[src/rtl/booth_r4_mult.sv]
// Radix-4 Booth sequential multiplier with a fixed latency of N_ITER+1 cycles.
// Retires two multiplier bits per cycle. The operands are treated as signed or
// unsigned, as chosen for each operation.
// Ports:
//   clk, rst_n          - clock (rising edge) and synchronous active-low reset
//   start               - request a multiply; accepted only while busy=0
//   signed_mode         - 1: two's complement operands, 0: unsigned
//   a, b                - multiplicand and multiplier, sampled with start
//   busy                - operation in progress
//   done                - one-cycle pulse when product is updated
//   product             - registered 2*WIDTH result, held until the next done
module booth_r4_mult #(
  parameter int unsigned WIDTH = 8
) (
  input  logic                 clk,
  input  logic                 rst_n,
  input  logic                 start,
  input  logic                 signed_mode,
  input  logic [WIDTH-1:0]     a,
  input  logic [WIDTH-1:0]     b,
  output logic                 busy,
  output logic                 done,
  output logic [2*WIDTH-1:0]   product
);

  localparam int unsigned N_ITER = WIDTH / 2 + 1;
  localparam int unsigned AW     = 2 * WIDTH + 2;   // accumulator / A-term width
  localparam int unsigned MW     = WIDTH + 3;       // extended multiplier plus bit -1
  localparam int unsigned CW     = $clog2(N_ITER + 1);

  typedef enum logic {
    IDLE = 1'b0,
    CALC = 1'b1
  } state_t;

  state_t             state_q, state_d;
  logic [AW-1:0]      mcand_q, mcand_d;
  logic [MW-1:0]      mplier_q, mplier_d;
  logic [AW-1:0]      acc_q, acc_d;
  logic [CW-1:0]      iter_q, iter_d;
  logic               busy_d, done_d;
  logic [2*WIDTH-1:0] product_d;

  logic [AW-1:0]      booth_term;
  logic [AW-1:0]      acc_sum;
  logic               last_iter;

  assign last_iter = (iter_q == CW'(N_ITER - 1));

  // State and datapath registers
  always_ff @(posedge clk) begin
    if (!rst_n) begin
      state_q  <= IDLE;
      mcand_q  <= '0;
      mplier_q <= '0;
      acc_q    <= '0;
      iter_q   <= '0;
      busy     <= 1'b0;
      done     <= 1'b0;
      product  <= '0;
    end else begin
      state_q  <= state_d;
      mcand_q  <= mcand_d;
      mplier_q <= mplier_d;
      acc_q    <= acc_d;
      iter_q   <= iter_d;
      busy     <= busy_d;
      done     <= done_d;
      product  <= product_d;
    end
  end

  // Next-state logic
  always_comb begin
    state_d = state_q;
    case (state_q)
      IDLE:    if (start) state_d = CALC;
      CALC:    if (last_iter) state_d = IDLE;
      default: state_d = IDLE;
    endcase
  end

  // Booth recoding of the current multiplier triple {m[2i+1], m[2i], m[2i-1]}
  always_comb begin
    booth_term = '0;
    case (mplier_q[2:0])
      3'b001, 3'b010: booth_term = mcand_q;
      3'b011:         booth_term = mcand_q << 1;
      3'b100:         booth_term = -(mcand_q << 1);
      3'b101, 3'b110: booth_term = -mcand_q;
      default:        booth_term = '0;
    endcase
  end

  assign acc_sum = acc_q + booth_term;

  // Datapath and output next values
  always_comb begin
    mcand_d   = mcand_q;
    mplier_d  = mplier_q;
    acc_d     = acc_q;
    iter_d    = iter_q;
    busy_d    = busy;
    done_d    = 1'b0;
    product_d = product;
    case (state_q)
      IDLE: begin
        if (start) begin
          // Extend by signed_mode: replicate the MSB only for signed operands
          mcand_d  = {{(AW - WIDTH){signed_mode & a[WIDTH-1]}}, a};
          mplier_d = {{2{signed_mode & b[WIDTH-1]}}, b, 1'b0};
          acc_d    = '0;
          iter_d   = '0;
          busy_d   = 1'b1;
        end
      end
      CALC: begin
        acc_d    = acc_sum;
        mcand_d  = mcand_q << 2;
        mplier_d = {{2{mplier_q[MW-1]}}, mplier_q[MW-1:2]};
        iter_d   = iter_q + CW'(1);
        if (last_iter) begin
          product_d = acc_sum[2*WIDTH-1:0];
          done_d    = 1'b1;
          busy_d    = 1'b0;
        end
      end
      default: begin
        busy_d = 1'b0;
      end
    endcase
  end

endmodule

[config.mk]
export PLATFORM = sky130hd
export DESIGN_NAME = booth_r4_mult
export DESIGN_NICKNAME = d
export VERILOG_FILES = /design/src/rtl/booth_r4_mult.sv
export SDC_FILE = /design/constraint.sdc
export NUM_CORES = 1
export LEC_CHECK = 0
export ABC_AREA = 1
export CORE_MARGIN = 4
export CORE_UTILIZATION = 45
export CTS_CLUSTER_SIZE = 8
export DETAILED_ROUTE_END_ITERATION = 12
export PLACE_DENSITY_LB_ADDON = 0.12
export SYNTH_ARGS = -nofsm -noshare
export SYNTH_HDL_FRONTEND = slang
export SYNTH_SLANG_ARGS = --single-unit
export TNS_END_PERCENT = 30
[constraint.sdc]
create_clock -name clk -period 3.75 [get_ports clk]
set_input_delay 0.75 -clock clk [delete_from_list [all_inputs] [get_ports clk]]
set_output_delay 0.75 -clock clk [all_outputs]
set_load 0.05 [all_outputs]
# Yosys cells after proc, flatten, opt, wreduce, memory -nomap -nowiden
# Index checks and enable logic that the tools add are counted.
[op_classes] n_reduce_logical=6 n_bitwise=3 addsub=4 n_mux=16 eq_ne=9
[ops] op="one-hot mux 18 bit (2 select lines)" count=2
[ops] op="one-hot mux 18 bit (4 select lines)" count=1
[ops] op="2-to-1 mux 18 bit" count=2
[ops] op="negator 18 bit" count=2
[ops] op="one-hot mux 11 bit (2 select lines)" count=1
[ops] op="adder 18 bit" count=1
[ops] op="== test 3 bit (second input constant)" count=4
[ops] op="2-to-1 mux 11 bit" count=1
[ops] op="AND reduction 2 bit" count=4
[ops] op="== test 3 x 2 -> 1 bit (second input constant)" count=2
[ops] op="one-hot mux 3 bit (2 select lines)" count=1
[ops] op="2-to-1 mux 1 bit" count=5
[ops] op="one-hot mux 1 bit (2 select lines)" count=2
[ops] op="OR reduction 2 bit" count=2
[ops] op="adder 3 x 1 -> 3 bit (second input constant)" count=1
[ops] op="== test 3 x 1 -> 1 bit (second input constant)" count=1
[ops] op="2-to-1 mux 3 bit" count=1
[ops] op="bitwise AND 1 bit" count=2
[ops] op="inequality test 2 x 1 -> 1 bit (second input constant)" count=1
[ops] op="inequality test 2 bit (second input constant)" count=1
[ops] op="NOT 1 bit" count=1
[totals] reg_bits=69 out_inout_bits=18 inputBits=20 word_cells=47

# Depth between registers and ports, before layout
# Gate-level depths: netlist of run 1.
[logic_depth] depth_word=5 ltp_mapped=22

# Worst setup path after synthesis of run 1
# Ideal clock, no wire load.
[synth_path] path_kind="register -> register" startpoint="register mcand_q[1]" endpoint="register acc_q[14]" arrival_time_ns=2.512 n_path_buf=0 path_slack_ns=1.104 path_stages_with_launch=16 setup_time_ns=0.134 required_time_ns=3.616 cell_sequence="dfxtp_1 -> inv_2 -> ha_1 -> inv_1 -> nor2_4 -> nand2_1 -> nor2_1 -> xor2_1 -> a221o_1 -> ha_1 -> a21oi_1 -> o21ai_0 -> a211oi_1 -> nand3_1 -> nand3_1 -> a21oi_1"
[synth_via] elab_chain_cells=4 elab_cells_between_ends=5 classes_between="add/sub (3); mux (2)"
[synth_lines] item="from (decl)" line="37" text="logic [AW-1:0] mcand_q, mcand_d;"
[synth_lines] item="from (signal assigned)" line="63" text="mcand_q <= mcand_d;"
[synth_lines] item="negator 18 bit, on equally long branches" line="90, 89"
[synth_lines] item="one-hot mux 18 bit (4 select lines) (*)" line="86" text="case (mplier_q[2:0])"
[synth_lines] item="adder 18 bit (*)" line="95" text="assign acc_sum = acc_q + booth_term;"
[synth_lines] item="one-hot mux 18 bit (2 select lines) (*)" line="106" text="case (state_q)"
[synth_lines] item="to (signal assigned)" line="56" text="acc_q <= '0;"
[synth_lines] item="to (signal assigned)" line="65" text="acc_q <= acc_d;"
[synth_lines] item="to (decl)" line="39" text="logic [AW-1:0] acc_q, acc_d;"
# Mark *: on every way between the ends. The rest lies on a longest branch, timed or not.
# A chain may end at the register's enable or synchronous reset.

# Worst setup path after layout of run 1
[layout_path] startpoint="register mcand_q[1]" endpoint="register acc_q[13]"
# The elaborated chain is that of the path after synthesis.

==> flow_summary.json, run 1 <==
{
  "aggregate_global_routing_overflow": 0,
  "die_height_um": 102,
  "detail_route_antenna_nets": 0,
  "slew_violations": 0,
  "synth_seq_area_share": 0.331,
  "timing.critical_path.from_type": "register",
  "yosys_register_bits": 65,
  "initial_detailed_routing_violation_count": 128,
  "finish.net_count": 615,
  "worst_r2r_startpoint": "mcand_q[1]",
  "switching_share": 0.294,
  "cts.repair_timing.setup_buffer_count": 0,
  "net-switching-power_mw": 0.460,
  "final_layout_size_suffix_gt1_frac": 0.112,
  "hold_violations": 0,
  "die_w_um": 102,
  "first_global_vias": 3450,
  "totalNegativeSetupSlack_ns": 0,
  "global_route.usage.total": 0.194,
  "setup_repair_after_global_routing_missed_its_margin": "no",
  "fin_skew_ns": 0.00876,
  "hp-start": "product[14]",
  "postRouteWirelength_um": 9260,
  "timing.critical_path.fanout_max": 5,
  "finalSetupViolCount": 0,
  "rows": 33,
  "worst_setup_path_end_kind": "register",
  "global_route_wire_length_before_repair_um": 16000,
  "detail_route.wl_per_cell_um": 13.6,
  "tritoncts_num_sinks": 65,
  "comb_power_share": 0.183,
  "drv.max_cap_violation_count": 0,
  "synth_cell_type_count": 49,
  "power.sequential.fraction": 0.471,
  "via_per_inst": 5.18,
  "cts.root.buffer_cell": "clkbuf_8",
  "clkLatencyLatePin_ns": 0.33,
  "worst-setup-path-type": "register to register",
  "synthesis.area_per_instance_um2": 7.26,
  "outcome": "complete, no violations",
  "slew_headroom": 0.491,
  "place.gp.congestion": 0.930,
  "yosys_most_used_dff": "dfxtp_1",
  "worstSetupStartpoint": "mcand_q[1]",
  "power_report.internal_total_mw": 1.10,
  "drt-pass1-iter-count": 4,
  "cts_inserted_buffers": 9,
  "syn-instance-count": 542,
  "grt_antenna_before_repair": 0,
  "postSynth.asyncResetShare": 0,
  "timing.critical_path.required_ns": 4.02,
  "vdd_drop_max_v": 0.000242,
  "synth.cell_area_um2": 3940,
  "ys_warn_count": 0,
  "port-buffer-count": 37,
  "die_footprint_um2": 10300,
  "synth_nets": 581,
  "cts_tree": "yes",
  "post-route-period-util": 0.795,
  "commonest_cells_after_routing_fill_and_taps_aside": "149 x nand2_1, 65 x dfxtp_1, 60 x inv_1, 37 x clkdlybuf4s50_1, 36 x a21oi_1",
  "clk_transition_reported_paths_ns": 0.07,
  "hp-class": "register to register",
  "h_tree_depth": 3,
  "i_o_pins": 38,
  "tightest_slew_ns": 0.762,
  "finalCriticalPeriod_ns": 2.98,
  "cts-root-to-sink-buffers": 2,
  "p_leak_nw": 2.04,
  "hold_buffers": 0,
  "postCtsResizedCells": 0,
  "num-fill-cells": 837,
  "vias": 3541,
  "power-per-cell-area_nw_per_um2": 343,
  "design.core.area_um2": 8340,
  "p_clk_frac": 0.346,
  "utilization": 0.547,
  "antennaDiodeCount": 0,
  "crit_arrival_ns": 3.25,
  "synth_enable_flop_cells": 0,
  "layout.cells.most_common": "nand2_1",
  "floorplan.initialDensity": 0.472,
  "timing.fmax_ghz": 0.335,
  "detailedPlacementHpwl_um": 6750,
  "totalPowerFinal_mw": 1.56,
  "drc_errors": 0,
  "area_growth_syn_to_layout_pct": 15.8,
  "grt_max_degree": 40
}
==> power by group through the flow <==
stage                     logic, mW  registers, mW  clock network, mW
after floorplan               0.218          0.746                  0
after global placement        0.284          0.752                  0
after detailed placement      0.287          0.752                  0
after CTS                     0.288          0.736              0.556
after global routing          0.326          0.739              0.585
final                         0.286          0.737              0.541
==> Yosys cell counts, drive strengths merged, types with 2 or more instances <==
master | count | area [µm²]
o211ai | 2 | 15.0
inv | 67 | 252
o221ai | 5 | 43.8
o2111ai | 3 | 26.3
a22oi | 9 | 67.6
nand2 | 160 | 633
a21o | 2 | 15.0
o22ai | 8 | 50.1
clkbuf | 9 | 33.8
a31oi | 4 | 25.0
nand4 | 4 | 31.3
dfxtp | 65 | 1300
buf | 11 | 61.3
nor2 | 36 | 194
a22o | 9 | 78.8
a21boi | 2 | 18.8
xor2 | 19 | 166
nand3 | 34 | 218
nor3 | 5 | 30.0
o21ai | 12 | 63.8
or2 | 3 | 18.8
ha | 18 | 225
a221oi | 3 | 26.3
a221o | 5 | 50.1
a21oi | 40 | 223
==> metal layers <==
layer	wire length (µm)	share of wire	track usage
met5	0	0	0
met2	4480	0.48	0.340
met3	277	0.030	0.0351
met1	4390	0.47	0.243
met4	107	0.012	0.0542
==> flip-flops by register name, indices dropped and copies added, names as in the netlist <==
| signal | count |
|---|---|
| acc_q | 16 |
| mcand_q | 16 |
| product | 16 |
| mplier_q | 11 |
| iter_q | 3 |
| busy | 1 |
| done | 1 |
| state_q | 1 |
==> worst max-delay path: stages (launching register included) <==
cell      delay (ns)
dfxtp_1         0.33
inv_2           0.10
ha_1            0.22
inv_1           0.09
nor2_4          0.15
nand2_1         0.12
nand2_1         0.08
inv_1           0.05
a221oi_1        0.25
o21ai_0         0.14
ha_1            0.37
a21o_1          0.20
a21oi_2         0.12
nand2_2         0.11
nand2_2         0.07
nand2_2         0.06
a21boi_2        0.14
inv_1           0.05
nand2_1         0.08
nand3_1         0.07
a21oi_1         0.12
==> logic make-up after synthesis <==
| logic type | synth area share |
|---|---|
| flip-flops | 0.331 |
| AO/OA/AOI/OAI | 0.183 |
| XOR/XNOR | 0.0445 |
| adder cells (fa/ha/maj) | 0.0623 |
| AND/OR/NAND/NOR | 0.291 |
| buffers and inverters | 0.0881 |
==> worst paths after layout <==
check | slack [ns] | to | depth (start not counted)
setup / recovery | 0.77 | acc_q[13] | 20
hold / removal | 0.45 | product[14] | 2
setup reg to reg | 0.77 | acc_q[13] | 20
hold reg to reg | 0.45 | product[14] | 2
==> stage by stage <==
| stage | setup slack [ns] | hold slack (ns) | cell area (µm²) | instances |
|---|---|---|---|---|
| after floorplan | 1.10 | 0.445 | 3940 | 542 |
| after global placement | 0.830 | 0.438 | 4390 | 670 |
| after detailed placement | 0.788 | 0.441 | 4390 | 670 |
| after global routing | 0.391 | 0.470 | 4560 | 683 |
| final | 0.768 | 0.452 | 4560 | 683 |
| after CTS | 0.765 | 0.455 | 4560 | 683 |
==> final cells by class <==
class                   instances  area [µm²]  area share
multi-input cells             390        2290       0.502
inverters                      67         251      0.0552
well taps                     105         131      0.0288
repair buffers                 43         415      0.0911
flip-flops and latches         65        1300       0.285
clock buffers                  13         169      0.0371
No activity file was read; power rests on OpenSTA's default activity.
==> run 2, diff against run 1 <==
clock period = 3.05 ns   (was 3.75 ns; I/O delays follow)
==> run 2 against run 1 <==
  * Maximum frequency is 5.9% higher
  * Routed wire length is 2.8% higher
  * Hold slack worse by 0.0011 ns
  * Sequential power is 23% higher
  * Utilization is 2.1 points higher
  * Die area stayed put
  * Combinational power is 36% higher
  * Global-route usage hardly changed
  * Setup slack worse by 0.53 ns
==> flow_summary.json, run 2 (synthesized netlist as in run 1, its figures left out) <==
{
  "via_per_inst": 5.23,
  "clk_transition_reported_paths_ns": 0.07,
  "rows": 33,
  "postRouteWirelength_um": 9520,
  "crit_arrival_ns": 3.09,
  "h_tree_depth": 3,
  "die_footprint_um2": 10300,
  "antennaDiodeCount": 0,
  "hold_violations": 0,
  "regArea_um2": 1300,
  "vias": 3656,
  "global_route_wire_length_before_repair_um": 16100,
  "place.gp.congestion": 0.916,
  "drc_errors": 0,
  "die_height_um": 102,
  "timing.critical_path.fanout_max": 5,
  "worst_r2r_startpoint": "mcand_q[0]",
  "hp-class": "register to register",
  "finish.net_count": 629,
  "worstSetupStartpoint": "mcand_q[0]",
  "grt_antenna_before_repair": 0,
  "vdd_drop_max_v": 0.000200,
  "totalPowerFinal_mw": 1.99,
  "final_layout_size_suffix_gt1_frac": 0.155,
  "tightest_slew_ns": 0.569,
  "outcome": "complete, no violations",
  "smallest_hold_slack_ns": 0.451,
  "clkLatencyLatePin_ns": 0.34,
  "detail_route_antenna_nets": 0,
  "power-per-cell-area_nw_per_um2": 421,
  "timing.critical_path.from_type": "register",
  "cts.root.buffer_cell": "clkbuf_8",
  "hp-start": "product[10]",
  "fin_skew_ns": 0.00885,
  "combined_area_of_the_multi_input_logic_cells_um2": 2350,
  "hold_buffers": 0,
  "worst_setup_path_end_kind": "register",
  "setup_repair_after_global_routing_missed_its_margin": "no",
  "worst-setup-path-type": "register to register",
  "cts_inserted_buffers": 9,
  "floorplan.initialDensity": 0.472,
  "detail_route.wl_per_cell_um": 13.6,
  "layout_top_registers": "acc_q x16, mcand_q x16, product x16",
  "design.core.area_um2": 8340,
  "timing.fmax_ghz": 0.355,
  "drt-pass1-iter-count": 5,
  "post-route-period-util": 0.923,
  "initial_detailed_routing_violation_count": 174,
  "aggregate_global_routing_overflow": 0,
  "slew_violations": 0,
  "tritoncts_num_sinks": 65,
  "p_leak_nw": 2.13,
  "global_route.usage.total": 0.194,
  "timing.critical_path.required_ns": 3.33,
  "finalCriticalPeriod_ns": 2.82,
  "cts-root-to-sink-buffers": 2,
  "totalNegativeSetupSlack_ns": 0,
  "first_global_vias": 3448,
  "port-buffer-count": 37,
  "die_w_um": 102,
  "grt_max_degree": 32,
  "commonest_cells_after_routing_fill_and_taps_aside": "148 x nand2_1, 65 x dfxtp_1, 60 x inv_1, 37 x clkdlybuf4s50_1, 33 x a21oi_1",
  "slew_headroom": 0.621,
  "i_o_pins": 38,
  "num-fill-cells": 796,
  "area_growth_syn_to_layout_pct": 20.2,
  "detailedPlacementHpwl_um": 6870,
  "layout.cells.most_common": "nand2_1",
  "drv.max_cap_violation_count": 0,
  "cts_tree": "yes",
  "finalSetupViolCount": 0
}
==> run 2: cell count changes in the layout (fill, tap and decap cells not counted), sizes merged <==
cell | before | now
bufinv | 0 | 1
clkbuf | 13 | 11
clkinv | 0 | 3
buf | 6 | 20
==> run 2: per-layer routing <==
layer | routed length, µm | global-route usage
met1 | 4450 | 0.247
met2 | 4580 | 0.329
met3 | 398 | 0.0386
met4 | 86 | 0.0644
met5 | 0 | 0
==> run 2: power by group <==
part	switching [mW]	internal [mW]	total, mW
sequential	0.0276	0.876	0.903
clock	0.328	0.370	0.697
combinational	0.238	0.151	0.389
==> run 2: layout make-up <==
type | instances | area share
clock buffers | 11 | 0.0278
flip-flops and latches | 65 | 0.275
clock inverters | 4 | 0.00952
repair buffers | 57 | 0.110
well taps | 105 | 0.0278
inverters | 67 | 0.0532
multi-input cells | 390 | 0.497
==> run 2: through the flow <==
stage	instances	cell area, µm²	setup slack [ns]	util
final	699	4730	0.235	0.567
after global routing	699	4730	0.00305	0.567
after CTS	687	4580	0.0117	0.549
after detailed placement	672	4400	0.0273	0.528
after global placement	672	4400	0.0558	0.528
after floorplan	542	3940	0.404	-
==> run 2: final timing paths <==
| check | cells after the start | end | slack (ns) |
|---|---|---|---|
| hold reg to reg | 2 | product[10] | 0.45 |
| hold / removal | 2 | product[10] | 0.45 |
| setup reg to reg | 18 | acc_q[15] | 0.23 |
| setup / recovery | 18 | acc_q[15] | 0.23 |
==> run 2: what timing repair did <==
| action | CTS | global route |
|---|---|---|
| buffers inserted | 0 | 12 |
| gates resized for setup | 0 | 17 |
| endpoints found under the setup margin | 0 | 17 |
==> run 2: worst max-delay path, stage by stage (launching register included) <==
cell       delay (ns)
dfxtp_1          0.33
inv_2            0.10
buf_4            0.14
nand3_4          0.09
nor3_1           0.32
nand2_1          0.11
xor2_1           0.18
nand2_1          0.08
o2111ai_1        0.12
ha_1             0.32
inv_1            0.10
nor3_2           0.24
and2_1           0.17
nand2_1          0.05
nand4_1          0.10
inv_1            0.06
nand2_2          0.07
nand3_2          0.06
a21oi_2          0.11
